$ cat config.mk
export PLATFORM = sky130hd
export DESIGN_NAME = fetch_stage_flat
export DESIGN_NICKNAME = d
export VERILOG_FILES = /design/src/rtl/cpu_types_pkg.sv /design/src/rtl/fetch_stage_if.sv /design/src/rtl/fetch_btb.sv /design/src/rtl/fetch_stage.sv /design/src/flat_wrapper.sv
export SDC_FILE = /design/constraint.sdc
export NUM_CORES = 1
export LEC_CHECK = 0
export CAP_MARGIN = 15
export CORE_MARGIN = 2
export CORE_UTILIZATION = 30
export DETAILED_ROUTE_END_ITERATION = 6
export PLACE_DENSITY_LB_ADDON = 0.12
export SYNTH_ARGS = -nofsm -noshare
export SYNTH_HDL_FRONTEND = slang
export SYNTH_HIERARCHICAL = 1
export SYNTH_SLANG_ARGS = --single-unit
$ cat constraint.sdc
create_clock -name clk -period 9.7 [get_ports clk]
set_clock_uncertainty 0.1 [all_clocks]
set_input_delay 1.94 -clock clk [delete_from_list [all_inputs] [get_ports clk]]
set_output_delay 1.94 -clock clk [all_outputs]
set_load 0.005 [all_outputs]
$ cat src/rtl/cpu_types_pkg.sv
// cpu_types_pkg
// Shared types and constants for the fetch stage and its branch target buffer.
//   word_t        : 32-bit machine word
//   HALT_OPCODE   : primary opcode that stops instruction fetch
//   fetch_state_t : RUN / HALTED
//   btb_entry_t   : {valid, tag, target, ctr}, one direct-mapped BTB line
// Helpers: opcode_of() extracts the primary opcode, ctr_update() steps a
// 2-bit saturating direction counter.
package cpu_types_pkg;

  typedef logic [31:0] word_t;

  localparam logic [5:0] HALT_OPCODE = 6'b111111;
  localparam logic [1:0] CTR_INIT    = 2'b01;   // weakly not-taken

  typedef enum logic {
    RUN    = 1'b0,
    HALTED = 1'b1
  } fetch_state_t;

  // Tag is held at full 30-bit width; only the bits above the index are
  // meaningful, the rest are always zero.
  typedef struct packed {
    logic        valid;
    logic [29:0] tag;
    word_t       target;
    logic [1:0]  ctr;
  } btb_entry_t;

  function automatic logic [5:0] opcode_of(input word_t instr);
    return instr[31:26];
  endfunction

  function automatic logic [1:0] ctr_update(input logic [1:0] ctr, input logic taken);
    logic [1:0] res;
    res = ctr;
    if (taken && ctr != 2'b11) res = ctr + 2'd1;
    else if (!taken && ctr != 2'b00) res = ctr - 2'd1;
    return res;
  endfunction

endpackage

$ cat src/rtl/fetch_stage_if.sv
// fetch_stage_if
// Bundles every fetch-stage signal except clk/rst.
//   icache   : ihit, imemload (in)  / imemREN, imemaddr (out)
//   hazard   : pc_en, stall_ifid, flush_ifid (in)
//   redirect : redirect_valid, redirect_pc (in)
//   BTB upd  : upd_valid, upd_pc, upd_target, upd_taken (in)
//   IF/ID    : ifid_valid, ifid_instr, ifid_pc, ifid_npc, ifid_pred_taken (out)
// Modports: master = the fetch stage itself, slave = the surrounding pipeline
// (icache, hazard unit, EX) that drives its inputs and consumes IF/ID.
interface fetch_stage_if;
  import cpu_types_pkg::*;

  logic  ihit;
  word_t imemload;
  logic  imemREN;
  word_t imemaddr;
  logic  pc_en;
  logic  stall_ifid;
  logic  flush_ifid;
  logic  redirect_valid;
  word_t redirect_pc;
  logic  upd_valid;
  word_t upd_pc;
  word_t upd_target;
  logic  upd_taken;
  logic  ifid_valid;
  word_t ifid_instr;
  word_t ifid_pc;
  word_t ifid_npc;
  logic  ifid_pred_taken;

  modport master (
    input  ihit, imemload, pc_en, stall_ifid, flush_ifid,
           redirect_valid, redirect_pc,
           upd_valid, upd_pc, upd_target, upd_taken,
    output imemREN, imemaddr,
           ifid_valid, ifid_instr, ifid_pc, ifid_npc, ifid_pred_taken
  );

  modport slave (
    output ihit, imemload, pc_en, stall_ifid, flush_ifid,
           redirect_valid, redirect_pc,
           upd_valid, upd_pc, upd_target, upd_taken,
    input  imemREN, imemaddr,
           ifid_valid, ifid_instr, ifid_pc, ifid_npc, ifid_pred_taken
  );

endinterface

$ cat src/rtl/fetch_btb.sv
// fetch_btb
// Direct-mapped branch target buffer with 2-bit saturating direction counters.
// Ports:
//   clk, rst            : clock, asynchronous active-high reset (all lines invalid)
//   lookup_pc           : PC being fetched this cycle
//   pred_taken          : hit with counter MSB set
//   pred_target         : stored target of the indexed line
//   upd_valid/pc/target/taken : resolved-branch update from EX
// Lookup is combinational from the line registers, so a same-cycle update
// at the same index is only visible from the next cycle on (old entry read).
module fetch_btb
  import cpu_types_pkg::*;
#(
  parameter int BTB_ENTRIES = 16
) (
  input  logic  clk,
  input  logic  rst,
  input  word_t lookup_pc,
  output logic  pred_taken,
  output word_t pred_target,
  input  logic  upd_valid,
  input  word_t upd_pc,
  input  word_t upd_target,
  input  logic  upd_taken
);

  localparam int IDX_W = $clog2(BTB_ENTRIES);

  btb_entry_t mem_reg [BTB_ENTRIES];

  logic [IDX_W-1:0] rd_idx;
  logic [IDX_W-1:0] wr_idx;
  logic [29:0]      rd_tag;
  logic [29:0]      wr_tag;
  btb_entry_t       rd_entry;
  btb_entry_t       wr_entry;
  btb_entry_t       wr_entry_next;
  logic             wr_hit;
  logic             wr_en;

  // Byte-offset bits never take part in index or tag.
  logic unused_bits;
  assign unused_bits = ^{lookup_pc[1:0], upd_pc[1:0]};

  assign rd_idx = lookup_pc[IDX_W+1:2];
  assign rd_tag = 30'(lookup_pc >> (IDX_W + 2));
  assign wr_idx = upd_pc[IDX_W+1:2];
  assign wr_tag = 30'(upd_pc >> (IDX_W + 2));

  assign rd_entry    = mem_reg[rd_idx];
  assign pred_taken  = rd_entry.valid && (rd_entry.tag == rd_tag) && rd_entry.ctr[1];
  assign pred_target = rd_entry.target;

  always_comb begin
    wr_entry      = mem_reg[wr_idx];
    wr_hit        = wr_entry.valid && (wr_entry.tag == wr_tag);
    wr_en         = 1'b0;
    wr_entry_next = wr_entry;
    if (upd_valid) begin
      if (wr_hit) begin
        wr_en                = 1'b1;
        wr_entry_next.target = upd_target;
        wr_entry_next.ctr    = ctr_update(wr_entry.ctr, upd_taken);
      end else if (upd_taken) begin
        // Only taken branches earn a line; not-taken misses would just
        // evict something useful.
        wr_en         = 1'b1;
        wr_entry_next = '{valid: 1'b1, tag: wr_tag, target: upd_target, ctr: CTR_INIT};
      end
    end
  end

  always_ff @(posedge clk or posedge rst) begin
    if (rst) begin
      for (int i = 0; i < BTB_ENTRIES; i++) begin
        mem_reg[i] <= '{valid: 1'b0, tag: '0, target: '0, ctr: CTR_INIT};
      end
    end else if (wr_en) begin
      mem_reg[wr_idx] <= wr_entry_next;
    end
  end

endmodule

$ cat src/rtl/fetch_stage.sv
// fetch_stage
// IF stage of the 5-stage pipeline: owns the PC, drives the icache request,
// fills the IF/ID latch, follows hazard-unit controls, accepts downstream
// redirects and stops fetching once a HALT reaches IF/ID.
// Ports:
//   clk  : clock, rising edge
//   rst  : asynchronous reset, active-high
//   bus  : fetch_stage_if.master (icache, hazard, redirect, BTB update, IF/ID)
// Parameters:
//   PC_INIT     : PC loaded on reset
//   BTB_ENTRIES : BTB depth, power of 2, >= 2 (only with FETCH_BTB_EN)
// Build option: define FETCH_BTB_EN to add the fetch_btb predictor; without
// it the next sequential PC is always predicted and ifid_pred_taken is 0.
module fetch_stage
  import cpu_types_pkg::*;
#(
  parameter word_t PC_INIT     = 32'h0,
  parameter int    BTB_ENTRIES = 16
) (
  input logic          clk,
  input logic          rst,
  fetch_stage_if.master bus
);

  fetch_state_t state_reg, state_next;
  word_t        pc_reg, pc_next;
  logic         pend_valid_reg, pend_valid_next;
  word_t        pend_pc_reg, pend_pc_next;

  logic  ifid_valid_reg, ifid_valid_next;
  word_t ifid_instr_reg, ifid_instr_next;
  word_t ifid_pc_reg, ifid_pc_next;
  word_t ifid_npc_reg, ifid_npc_next;
  logic  ifid_pred_reg, ifid_pred_next;

  logic  pred_taken;
  word_t pred_target;
  word_t pc_plus4;
  logic  squash;
  logic  capture;
  logic  ifid_load;

`ifdef FETCH_BTB_EN
  fetch_btb #(
    .BTB_ENTRIES (BTB_ENTRIES)
  ) u_btb (
    .clk         (clk),
    .rst         (rst),
    .lookup_pc   (pc_reg),
    .pred_taken  (pred_taken),
    .pred_target (pred_target),
    .upd_valid   (bus.upd_valid),
    .upd_pc      (bus.upd_pc),
    .upd_target  (bus.upd_target),
    .upd_taken   (bus.upd_taken)
  );
`else
  assign pred_taken  = 1'b0;
  assign pred_target = '0;

  logic unused_upd;
  assign unused_upd = ^{bus.upd_valid, bus.upd_pc, bus.upd_target, bus.upd_taken};
`endif

  assign pc_plus4 = pc_reg + 32'd4;   // wraps modulo 2^32

  // The word returned in a redirect cycle, or while a redirect is still
  // waiting for pc_en, belongs to the wrong path.
  assign squash    = bus.redirect_valid | pend_valid_reg;
  assign capture   = bus.ihit && (state_reg == RUN) && !squash;
  assign ifid_load = capture && !bus.flush_ifid && !bus.stall_ifid;

  // PC / state / pending-redirect next-state logic
  always_comb begin
    state_next      = state_reg;
    pc_next         = pc_reg;
    pend_valid_next = pend_valid_reg;
    pend_pc_next    = pend_pc_reg;

    case (state_reg)
      RUN: begin
        if (bus.pc_en) begin
          pend_valid_next = 1'b0;
          if (bus.redirect_valid)  pc_next = bus.redirect_pc;
          else if (pend_valid_reg) pc_next = pend_pc_reg;
          else if (pred_taken)     pc_next = pred_target;
          else                     pc_next = pc_plus4;
        end else if (bus.redirect_valid) begin
          // Request still outstanding: remember the target until PC may move.
          pend_valid_next = 1'b1;
          pend_pc_next    = bus.redirect_pc;
        end
        if (ifid_load && opcode_of(bus.imemload) == HALT_OPCODE) begin
          state_next = HALTED;
        end
      end
      HALTED: begin
        // No request is outstanding here, so a redirect loads PC directly.
        if (bus.redirect_valid) begin
          state_next      = RUN;
          pc_next         = bus.redirect_pc;
          pend_valid_next = 1'b0;
        end
      end
      default: state_next = RUN;
    endcase
  end

  // IF/ID next-state: flush > stall > capture > bubble
  always_comb begin
    ifid_valid_next = 1'b0;
    ifid_instr_next = '0;
    ifid_pc_next    = '0;
    ifid_npc_next   = '0;
    ifid_pred_next  = 1'b0;
    if (bus.flush_ifid) begin
      ifid_valid_next = 1'b0;
    end else if (bus.stall_ifid) begin
      ifid_valid_next = ifid_valid_reg;
      ifid_instr_next = ifid_instr_reg;
      ifid_pc_next    = ifid_pc_reg;
      ifid_npc_next   = ifid_npc_reg;
      ifid_pred_next  = ifid_pred_reg;
    end else if (capture) begin
      ifid_valid_next = 1'b1;
      ifid_instr_next = bus.imemload;
      ifid_pc_next    = pc_reg;
      ifid_npc_next   = pc_plus4;
      ifid_pred_next  = pred_taken;
    end
  end

  always_ff @(posedge clk or posedge rst) begin
    if (rst) begin
      state_reg      <= RUN;
      pc_reg         <= PC_INIT;
      pend_valid_reg <= 1'b0;
      pend_pc_reg    <= '0;
      ifid_valid_reg <= 1'b0;
      ifid_instr_reg <= '0;
      ifid_pc_reg    <= '0;
      ifid_npc_reg   <= '0;
      ifid_pred_reg  <= 1'b0;
    end else begin
      state_reg      <= state_next;
      pc_reg         <= pc_next;
      pend_valid_reg <= pend_valid_next;
      pend_pc_reg    <= pend_pc_next;
      ifid_valid_reg <= ifid_valid_next;
      ifid_instr_reg <= ifid_instr_next;
      ifid_pc_reg    <= ifid_pc_next;
      ifid_npc_reg   <= ifid_npc_next;
      ifid_pred_reg  <= ifid_pred_next;
    end
  end

  assign bus.imemREN         = (state_reg == RUN);
  assign bus.imemaddr        = pc_reg;
  assign bus.ifid_valid      = ifid_valid_reg;
  assign bus.ifid_instr      = ifid_instr_reg;
  assign bus.ifid_pc         = ifid_pc_reg;
  assign bus.ifid_npc        = ifid_npc_reg;
  assign bus.ifid_pred_taken = ifid_pred_reg;

endmodule
$ cat src/flat_wrapper.sv
// flat-port wrapper written by rule: the top's interface ports become plain ports
module fetch_stage_flat import cpu_types_pkg::*;
#(
  parameter word_t PC_INIT     = 32'h0,
  parameter int    BTB_ENTRIES = 16
)
  (clk, rst, bus_ihit, bus_imemload, bus_pc_en, bus_stall_ifid, bus_flush_ifid, bus_redirect_valid, bus_redirect_pc, bus_upd_valid, bus_upd_pc, bus_upd_target, bus_upd_taken, bus_imemREN, bus_imemaddr, bus_ifid_valid, bus_ifid_instr, bus_ifid_pc, bus_ifid_npc, bus_ifid_pred_taken);
  fetch_stage_if bus_i ();
  input logic clk;
  input logic rst;
  input wire logic [$bits(bus_i.ihit)-1:0] bus_ihit;
  input wire logic [$bits(bus_i.imemload)-1:0] bus_imemload;
  input wire logic [$bits(bus_i.pc_en)-1:0] bus_pc_en;
  input wire logic [$bits(bus_i.stall_ifid)-1:0] bus_stall_ifid;
  input wire logic [$bits(bus_i.flush_ifid)-1:0] bus_flush_ifid;
  input wire logic [$bits(bus_i.redirect_valid)-1:0] bus_redirect_valid;
  input wire logic [$bits(bus_i.redirect_pc)-1:0] bus_redirect_pc;
  input wire logic [$bits(bus_i.upd_valid)-1:0] bus_upd_valid;
  input wire logic [$bits(bus_i.upd_pc)-1:0] bus_upd_pc;
  input wire logic [$bits(bus_i.upd_target)-1:0] bus_upd_target;
  input wire logic [$bits(bus_i.upd_taken)-1:0] bus_upd_taken;
  output wire logic [$bits(bus_i.imemREN)-1:0] bus_imemREN;
  output wire logic [$bits(bus_i.imemaddr)-1:0] bus_imemaddr;
  output wire logic [$bits(bus_i.ifid_valid)-1:0] bus_ifid_valid;
  output wire logic [$bits(bus_i.ifid_instr)-1:0] bus_ifid_instr;
  output wire logic [$bits(bus_i.ifid_pc)-1:0] bus_ifid_pc;
  output wire logic [$bits(bus_i.ifid_npc)-1:0] bus_ifid_npc;
  output wire logic [$bits(bus_i.ifid_pred_taken)-1:0] bus_ifid_pred_taken;
  assign bus_i.ihit = bus_ihit;
  assign bus_i.imemload = bus_imemload;
  assign bus_i.pc_en = bus_pc_en;
  assign bus_i.stall_ifid = bus_stall_ifid;
  assign bus_i.flush_ifid = bus_flush_ifid;
  assign bus_i.redirect_valid = bus_redirect_valid;
  assign bus_i.redirect_pc = bus_redirect_pc;
  assign bus_i.upd_valid = bus_upd_valid;
  assign bus_i.upd_pc = bus_upd_pc;
  assign bus_i.upd_target = bus_upd_target;
  assign bus_i.upd_taken = bus_upd_taken;
  assign bus_imemREN = bus_i.imemREN;
  assign bus_imemaddr = bus_i.imemaddr;
  assign bus_ifid_valid = bus_i.ifid_valid;
  assign bus_ifid_instr = bus_i.ifid_instr;
  assign bus_ifid_pc = bus_i.ifid_pc;
  assign bus_ifid_npc = bus_i.ifid_npc;
  assign bus_ifid_pred_taken = bus_i.ifid_pred_taken;
  fetch_stage #(.PC_INIT(PC_INIT), .BTB_ENTRIES(BTB_ENTRIES)) u_core (.clk(clk), .rst(rst), .bus(bus_i));
endmodule
==> out/results.tsv, run 1 <==
stage	metric	value	unit
worst_hold_path	type of the worst min-delay path	reg2reg	
synthesis	synth top area cells	dfrtp_1 57%, a22o_1 8.4%, mux2_2 5.1%, o21ai_0 3.0%, nand2_1 2.6%	
route	vias per cell	5.16	
route	Avg WL per Cell	19.7	um
power	worst vdd ir	93.2	uV
setup_path	CP max-delay cell	buf_4	
sta	final hold vios	0	
global_route	vias in the first global route	5803	
global_route	first-pass GRT wire length	34.0	mm
sta	setup tns final	0	ns
floorplan	num rows	56	
route	Starting DRT DRC Count	349	
floorplan	core footprint	0.0233	mm^2
clocking	CTS tree	done	
cells_and_area	Ant. Diodes	0	
power	PD cells	173	mW/mm^2
synthesis	Post-Syn Nets	770	
clocking	total CTS buffers	17	
setup_path	worst path arrival time	4.44	ns
setup_path	critical path, cell by cell	clkdlybuf4s50_1 > buf_4 > nor3_2 > buf_4 > and3_2 > buf_4 > a22o_1	
setup_path	CP required	9.96	ns
power	leak pwr	4.11	nW
synthesis	Netlist cell types	49	
clocking	Gates resized, CTS repair	0	
synthesis	sequential fraction of the synthesis area	0.568	
clocking	Clock Tree Root	clkbuf_16	
synthesis	Seq cells post-synth	161	
route	DR pass1 iterations	5	
route	final WL	22.4	mm
synthesis	ys flop type	dfrtp_1	
sta	endpoints failing setup	0	
route	residual DRC count	0	
status	status	completed	
global_route	All-Layer GR Usage	0.180	
route	total number of vias	5860	
sta	fin crit period	4.18	ns
sta	fin crit share	0.431	
setup_path	Worst Setup End Kind	register	
setup_path	Max stage delay on crit path	0.57	ns
place	IO Port Bufs	200	
power	sequential share of power	0.462	
cells_and_area	Area Growth Syn to Fin	39.9	%
synthesis	EDFF count, synth	0	
place	DP HPWL	15.5	mm
sta	Max-slew headroom	0.275	
floorplan	chip width	158	um
cells_and_area	fraction of layout cells with a size suffix above 1	0.103	
power	Clock power frac	0.391	
cells_and_area	fill count	2213	
sta	fmax	0.239	GHz
synthesis	Syn Inst Count	632	
synthesis	Synthesis Warnings	6	
global_route	gr ovfl total	0	
setup_path	most used cell, CP	buf_4	
setup_path	critical path type	in2reg	
sta	hold slack	0.379	ns
floorplan	die area	0.0249	mm^2
sta	RSZ-0062 raised after global routing	false	
clocking	hold_buf cts	0	
synthesis	syn_area_per_cell	11.2	um^2
run	max-cap viol count	0	
sta	slew of the pin with the lowest slew margin	1.09	ns
cells_and_area	Final #Nets	942	
clocking	Clock Pin Slew Worst Setup and Hold Paths	0.07	ns
global_route	pin count of the biggest net entering global routing	100	
clocking	Skew-Pair Late Insertion Delay	0.43	ns
floorplan	I/O pin count	268	
place	placed inst area	0.00932	mm^2
route	remaining antenna violation count	0	
power	sw frac	0.283	
setup_path	critical path launch point type	input port	
place	gpl congestion	0.773	
power	Logic pwr share	0.146	
floorplan	Die Height	158	um
setup_path	Max Fanout on Critical Path	48	
synthesis	post-synthesis cell area	0.00709	mm^2
floorplan	initial core utilization	0.304	
cells_and_area	Finished Cell Area	0.00991	mm^2
power	P_int	1.23	mW
clocking	H-tree Lvls	4	
synthesis	top cell type's share of synthesized area	0.568	
synthesis	asr flop ratio synth	1.00	
clocking	postcts setup bufs	0	
clocking	Clock Sinks	161	
global_route	antenna violations before repair	0	
clocking	clk buf depth	2	
power	P_sw	0.485	mW
synthesis	largest area contributor in the netlist	dfrtp_1	
sta	fin. max-slew vios	0	
[critical path, delay by kind of cell]
kind	cells	cell delay, ns
compound gates	1	0.23
buf+inv	4	1.52
simple gates	2	0.69
[cells by family after synthesis]
| logic type | Yosys count | synth area share |
|---|---|---|
| adder cells (fa/ha/maj) | 1 | 0.00176 |
| XOR/XNOR | 27 | 0.0334 |
| AO/OA/AOI/OAI | 191 | 0.192 |
| flip-flops | 161 | 0.568 |
| buffers and inverters | 66 | 0.0406 |
| AND/OR/NAND/NOR | 152 | 0.111 |
| other | 1 | 0.000529 |
| multiplexers | 33 | 0.0522 |
[final timing paths]
kind                                         from                   endpoint  slack (ns)  cells after the start
min in group asynchronous                     rst  u_core/bus.ifid_instr[18]        1.95                      2
max in group asynchronous                     rst    u_core/bus.ifid_npc[18]        6.14                      3
min                        u_core/bus.ifid_npc[2]     u_core/bus.ifid_npc[2]        0.38                      2
min reg2reg                u_core/bus.ifid_npc[2]     u_core/bus.ifid_npc[2]        0.38                      2
max reg2reg                 u_core/pend_valid_reg  u_core/bus.ifid_instr[13]        6.90                      5
max                            bus_redirect_valid  u_core/bus.ifid_instr[13]        5.52                      7
[cells in the mapped netlist (all sizes together), types with 3 or more instances]
library cell	n
dfrtp	161
a22o	68
nand2	49
o21ai	44
clkbuf	32
mux2	32
a21oi	30
nor2	26
buf	24
nand3	21
nand4	19
xor2	17
and3	16
a22oi	11
o311ai	10
xnor2	10
inv	9
a221oi	6
a2bb2oi	5
nor3	4
nor4	4
o211ai	4
o22ai	4
a31oi	3
and4	3
[power by group through the flow]
stage	clock (mW)	combinational, mW	sequential, mW
after floorplan	0	0.136	0.772
after global placement	0	0.249	0.802
after detailed placement	0	0.252	0.805
after CTS	0.686	0.253	0.792
after global routing	0.719	0.275	0.801
final	0.670	0.251	0.792
[layer usage]
layer / GRT usage / part of all wire / wire (um)
met2: 0.275 / 0.45 / 10000
met4: 0.0645 / 0.019 / 430
met3: 0.0402 / 0.062 / 1390
met1: 0.251 / 0.47 / 10500
met5: 0 / 0 / 0
[final cells by class]
| class | count | area [um^2] | share of cell area |
|---|---|---|---|
| multi-input cells | 405 | 2790 | 0.281 |
| clock inverters | 14 | 143 | 0.0144 |
| clock buffers | 18 | 439 | 0.0443 |
| flip-flops and latches | 161 | 4030 | 0.406 |
| repair buffers | 209 | 2080 | 0.209 |
| well taps | 319 | 399 | 0.0403 |
| inverters | 10 | 42.5 | 0.00429 |
[cell usage in the layout, fill, tap and decap left out, types with 5 or more instances in the layout]
cell | netlist | layout
nand2_1 | 49 | 49
nor2_1 | 26 | 26
a22oi_1 | 11 | 11
buf_4 | 4 | 8
o311ai_1 | 6 | 6
xor2_1 | 17 | 17
inv_6 | 0 | 8
o21ai_0 | 42 | 41
a221oi_1 | 6 | 6
nand3_1 | 21 | 21
a21oi_1 | 30 | 30
a2bb2oi_1 | 5 | 5
mux2_2 | 32 | 32
inv_1 | 9 | 8
nand4_1 | 18 | 18
dfrtp_1 | 161 | 161
a22o_1 | 68 | 68
clkdlybuf4s50_1 | 0 | 200
clkbuf_16 | 0 | 17
xnor2_1 | 10 | 10
and3_1 | 16 | 15
[metrics by stage]
stage | total power, mW | setup slack, ns | utilization | cells
2_1_floorplan | 0.908 | 3.31 | - | 632
3_3_place_gp | 1.05 | 5.03 | 0.399 | 1103
3_5_place_dp | 1.06 | 5.00 | 0.399 | 1103
4_1_cts | 1.73 | 5.46 | 0.424 | 1135
5_1_grt | 1.80 | 5.38 | 0.425 | 1136
6_report | 1.71 | 5.52 | 0.425 | 1136
(Power assumes the default switching activity.)
==> inputs of run 2 (changes only) <==
- clock period: 9.7 -> 4.4 ns (I/O delays scaled with it)
==> out/results.tsv, run 2 (synthesized netlist as in run 1, its figures left out) <==
stage	metric	value	unit	change
clocking	H-tree Lvls	4		unchanged
clocking	postcts setup bufs	0		unchanged
power	P_int	2.76	mW	+120%
worst_hold_path	type of the worst min-delay path	reg2reg		
global_route	first-pass GRT wire length	34.2	mm	+0.57%
clocking	Clock Tree Root	clkbuf_16		
sta	fin crit share	0.638		
setup_path	worst path arrival time	2.98	ns	-1.46 ns
floorplan	Die Height	158	um	unchanged
clocking	Skew-Pair Late Insertion Delay	0.42	ns	about the same
route	total number of vias	5819		-0.70%
floorplan	I/O pin count	268		unchanged
clocking	Clock Sinks	161		unchanged
floorplan	initial core utilization	0.304		unchanged
floorplan	core footprint	0.0233	mm^2	unchanged
global_route	antenna violations before repair	0		unchanged
floorplan	chip width	158	um	unchanged
cells_and_area	Final #Nets	949		+0.74%
sta	endpoints failing setup	0		unchanged
global_route	All-Layer GR Usage	0.181		+0.000464
route	DR pass1 iterations	5		unchanged
global_route	gr ovfl total	0		unchanged
power	PD cells	376	mW/mm^2	+120%
setup_path	R2R setup slack	1.72	ns	-5.18 ns
place	DP HPWL	15.8	mm	+2.2%
power	sequential share of power	0.465		+0.003
status	status	completed		
clocking	total CTS buffers	17		unchanged
sta	RSZ-0062 raised after global routing	false		
route	Starting DRT DRC Count	378		+8.3%
sta	final hold vios	0		unchanged
cells_and_area	highest-count cells in the layout ignoring fill and taps	200 x clkdlybuf4s50_1, 161 x dfrtp_1, 68 x a22o_1, 49 x nand2_1, 41 x o21ai_0		
cells_and_area	Reg area	0.00403	mm^2	unchanged
clocking	clk buf depth	2		unchanged
setup_path	critical path, cell by cell	clkdlybuf4s50_1 > buf_4 > nor3b_2 > buf_4 > a221oi_1 > a21oi_1 > a2bb2oi_1		
power	sw frac	0.266		-0.0170
floorplan	die area	0.0249	mm^2	unchanged
setup_path	FF-to-FF End	u_core/bus.imemaddr[28]		
setup_path	most used cell, CP	buf_4		
power	P_sw	1.00	mW	+110%
power	Logic pwr share	0.149		+0.003
setup_path	CP max-delay cell	clkdlybuf4s50_1		
cells_and_area	fraction of layout cells with a size suffix above 1	0.107		+0.00424
sta	Max-slew headroom	0.356		+0.0806
sta	setup tns final	0	ns	unchanged
place	IO Port Bufs	200		unchanged
global_route	vias in the first global route	5804		+0.017%
sta	fin crit period	2.81	ns	
route	residual DRC count	0		unchanged
clocking	CTS tree	done		
sta	fin. max-slew vios	0		unchanged
place	gpl congestion	0.813		+5.2%
setup_path	crit path to	u_core/bus.imemaddr[13]		
clocking	Gates resized, CTS repair	0		unchanged
power	leak pwr	4.15	nW	+0.83%
place	placed cell count	1111		+0.73%
setup_path	critical path type	in2reg		
setup_path	Critical Path Start	bus_redirect_valid		
cells_and_area	footprint of the multi-input gates	0.00279	mm^2	unchanged
sta	fmax	0.356	GHz	
setup_path	Max Fanout on Critical Path	31		-35%
setup_path	Worst Setup End Kind	register		
floorplan	num rows	56		unchanged
setup_path	worst r2r src	u_core/bus.imemaddr[2]		
global_route	pin count of the biggest net entering global routing	74		-26%
route	vias per cell	5.10		-1.1%
setup_path	worst reg-to-reg path cell count	5		unchanged
setup_path	CP required	4.57	ns	-5.39 ns
cells_and_area	commonest non-fill, non-tap cell in the layout	clkdlybuf4s50_1		
power	worst vdd ir	174	uV	+87%
route	final WL	22.5	mm	+0.36%
cells_and_area	Area Growth Syn to Fin	40.8	%	
setup_path	critical path launch point type	input port		
clocking	hold_buf cts	0		unchanged
power	Clock power frac	0.386		-0.005
route	Avg WL per Cell	19.7	um	about the same
sta	slew of the pin with the lowest slew margin	0.965	ns	-0.121 ns
cells_and_area	fill count	2217		+0.18%
clocking	Clock Pin Slew Worst Setup and Hold Paths	0.06	ns	about the same
cells_and_area	Ant. Diodes	0		unchanged
cells_and_area	count of non-filler cells in the finished layout	1141		+0.44%
setup_path	Max stage delay on crit path	0.59	ns	+0.02 ns
route	remaining antenna violation count	0		unchanged
run	max-cap viol count	0		unchanged
run 2: power groups by stage:
stage / clock, mW / sequential (mW) / combinational, mW
floorplan: 0 / 1.70 / 0.301
global placement: 0 / 1.77 / 0.556
detailed placement: 0 / 1.77 / 0.562
CTS: 1.49 / 1.75 / 0.565
global route: 1.55 / 1.77 / 0.610
finish: 1.45 / 1.75 / 0.558
run 2: worst max-delay path: cells and delay by family:
kind	cells	cell delay, ns
buffers and inverters	3	1.17
AOI/OAI and AO/OA	3	0.83
and+or+nand+nor	1	0.09
run 2: final cells by class:
cell class,instances,area share
Sequential cell,161,0.404
Inverter,10,0.00414
Multi-Input combinational cell,405,0.279
Clock inverter,10,0.0113
Timing Repair Buffer,216,0.216
Tap cell,319,0.0400
Clock buffer,20,0.0457
run 2: worst min-delay path by stage:
stage | end | from | slack (ns) | depth (start not counted)
6_report | u_core/bus.ifid_valid | u_core/bus.ifid_valid | 0.38 | 2
5_1_grt | u_core/bus.ifid_valid | u_core/bus.ifid_valid | 0.41 | 2
4_1_cts | u_core/bus.ifid_valid | u_core/bus.ifid_valid | 0.38 | 2
3_5_place_dp | u_core/bus.ifid_valid | u_core/bus.ifid_valid | 0.37 | 2
3_3_place_gp | u_core/bus.ifid_valid | u_core/bus.ifid_valid | 0.36 | 2
2_1_floorplan | u_core/bus.ifid_valid | u_core/bus.ifid_valid | 0.37 | 2
run 2: routing by layer:
metal  vias up  part of all wire  global-route usage
li1       2675                 -                   -
met1      2899              0.45               0.242
met2       220              0.46               0.287
met3        25             0.071              0.0402
met4         0             0.019              0.0667
met5         -                 0                   0
run 2: stage by stage:
step / total power, mW / hold WS [ns] / utilization / setup WS [ns] / instance area, um^2
2_1_floorplan: 2.00 / 0.371 / - / 1.38 / 7090
3_3_place_gp: 2.32 / 0.360 / 0.403 / 1.22 / 9410
3_5_place_dp: 2.34 / 0.368 / 0.403 / 1.17 / 9410
4_1_cts: 3.80 / 0.384 / 0.428 / 1.62 / 9980
5_1_grt: 3.92 / 0.406 / 0.428 / 1.43 / 9980
6_report: 3.76 / 0.378 / 0.428 / 1.59 / 9980
==> inputs of run 3 (changes only) <==
- clock period: 4.4 -> 2.54 ns (I/O delays scaled with it)
==> out/results.tsv, run 3 (synthesized netlist as in run 1, its figures left out) <==
stage	metric	value	unit	change
cells_and_area	Area Growth Syn to Fin	44.4	%	
cells_and_area	commonest non-fill, non-tap cell in the layout	clkdlybuf4s50_1		
place	DP HPWL	16.3	mm	+2.7%
global_route	gr ovfl total	0		unchanged
worst_hold_path	type of the worst min-delay path	in2async		
clocking	CTS tree	done		
sta	setup tns final	0	ns	unchanged
place	pre-CTS WS	0.0489	ns	-1.12 ns
setup_path	CP required	1.93	ns	-2.64 ns
route	Avg WL per Cell	19.2	um	-2.3%
global_route	vias in the first global route	5945		+2.4%
sta	RSZ-0062 raised after global routing	false		
floorplan	I/O pin count	268		unchanged
setup_path	critical path's top delay family	flip-flops		
sta	fin crit period	2.26	ns	
place	IO Port Bufs	200		unchanged
floorplan	core footprint	0.0233	mm^2	unchanged
place	gpl congestion	0.849		+4.5%
sta	fin. max-slew vios	0		unchanged
clocking	hold_buf cts	0		unchanged
clocking	H-tree Lvls	4		unchanged
setup_path	Max Fanout on Critical Path	8		-74%
route	residual DRC count	0		unchanged
sta	hold slack	0.303	ns	-0.0748 ns
sta	fmax	0.443	GHz	
power	leak pwr	4.28	nW	+3.3%
setup_path	Worst Setup End Kind	primary output		
power	worst vdd ir	382	uV	+120%
clocking	Clock Pin Slew Worst Setup and Hold Paths	0.07	ns	about the same
cells_and_area	Finished Cell Area	0.0102	mm^2	+2.5%
setup_path	critical path, cell by cell	clkdlybuf4s50_1		
setup_path	Max stage delay on crit path	0.64	ns	+0.05 ns
route	final WL	22.4	mm	-0.12%
clocking	Gates resized, CTS repair	0		unchanged
power	PD cells	646	mW/mm^2	+72%
cells_and_area	fill count	2202		-0.68%
cells_and_area	fraction of layout cells with a size suffix above 1	0.133		+0.0264
run	max-cap viol count	0		unchanged
route	vias per cell	4.99		-2.2%
sta	Final WS setup	0.282	ns	-1.31 ns
sta	endpoints failing setup	0		unchanged
floorplan	chip width	158	um	unchanged
status	status	completed		
setup_path	critical path type	reg2out		
clocking	total CTS buffers	17		unchanged
cells_and_area	Ant. Diodes	0		unchanged
clocking	Skew-Pair Late Insertion Delay	0.42	ns	about the same
sta	fin crit share	0.889		
route	DR pass1 iterations	5		unchanged
floorplan	num rows	56		unchanged
route	remaining antenna violation count	0		unchanged
cells_and_area	Final #Nets	972		+2.4%
floorplan	Die Height	158	um	unchanged
cells_and_area	highest-count cells in the layout ignoring fill and taps	200 x clkdlybuf4s50_1, 161 x dfrtp_1, 68 x a22o_1, 49 x nand2_1, 41 x o21ai_0		
clocking	clk buf depth	2		unchanged
route	Starting DRT DRC Count	383		+1.3%
global_route	antenna violations before repair	0		unchanged
clocking	Clock Sinks	161		unchanged
place	placed inst area	0.00965	mm^2	+2.5%
global_route	All-Layer GR Usage	0.180		-0.000765
route	total number of vias	5818		-0.017%
sta	final hold vios	0		unchanged
setup_path	critical path launch point type	register		
global_route	pin count of the biggest net entering global routing	58		-22%
clocking	Clock Tree Root	clkbuf_16		
setup_path	worst path arrival time	1.65	ns	-1.33 ns
global_route	first-pass GRT wire length	34.3	mm	+0.32%
setup_path	CP bufs+invs	1		-2
clocking	postcts setup bufs	0		unchanged
setup_path	CP max-delay cell	dfrtp_1		
cells_and_area	Final Util	0.439		+0.0109
floorplan	initial core utilization	0.304		unchanged
floorplan	die area	0.0249	mm^2	unchanged
-- run 3: cell count changes in the layout (fill, tap and decap cells not counted) --
cell / before / now
clkinv_2: 4 / 3
clkinvlp_4: 3 / 5
buf_12: 3 / 8
buf_4: 13 / 31
clkinv_4: 2 / 0
inv_6: 0 / 3
-- run 3: final timing paths --
path	startpoint	cells after the start	end	slack (ns)
max	u_core/bus.imemaddr[15]	1	bus_imemaddr[15]	0.28
min	rst	2	u_core/bus.ifid_instr[24]	0.30
max reg2reg	u_core/bus.imemaddr[5]	4	u_core/bus.imemaddr[28]	0.39
min reg2reg	u_core/bus.ifid_npc[31]	2	u_core/bus.ifid_npc[31]	0.38
max in group asynchronous	rst	3	u_core/bus.imemaddr[15]	1.44
min in group clk	u_core/bus.ifid_npc[31]	2	u_core/bus.ifid_npc[31]	0.38
-- run 3: power by group --
group	switching [mW]	total [mW]	leakage (nW)	internal [mW]
clock network	1.06	2.56	0.279	1.51
registers	0.225	2.98	2.10	2.75
logic	0.484	1.07	1.90	0.586
total	1.77	6.61	4.28	4.84
-- run 3: stage by stage --
step | cells | power, mW
2_1_floorplan | 632 | 3.47
3_3_place_gp | 1134 | 4.08
3_5_place_dp | 1134 | 4.11
4_1_cts | 1166 | 6.70
5_1_grt | 1166 | 6.93
6_report | 1166 | 6.61
-- run 3: final cells by class --
type	instances	area, um^2	area share
sequential	161	4030	0.394
multi-input combinational	405	2790	0.272
timing repair buffer	239	2390	0.234
clock buffer	20	457	0.0446
tap	319	399	0.0390
clock inverter	12	131	0.0128
inverter	10	41.3	0.00403
-- run 3: metal layers --
metal	global-route usage	wire, um
met2	0.278	10100
met3	0.0386	1440
met4	0.0675	477
met1	0.248	10400
met5	0	0
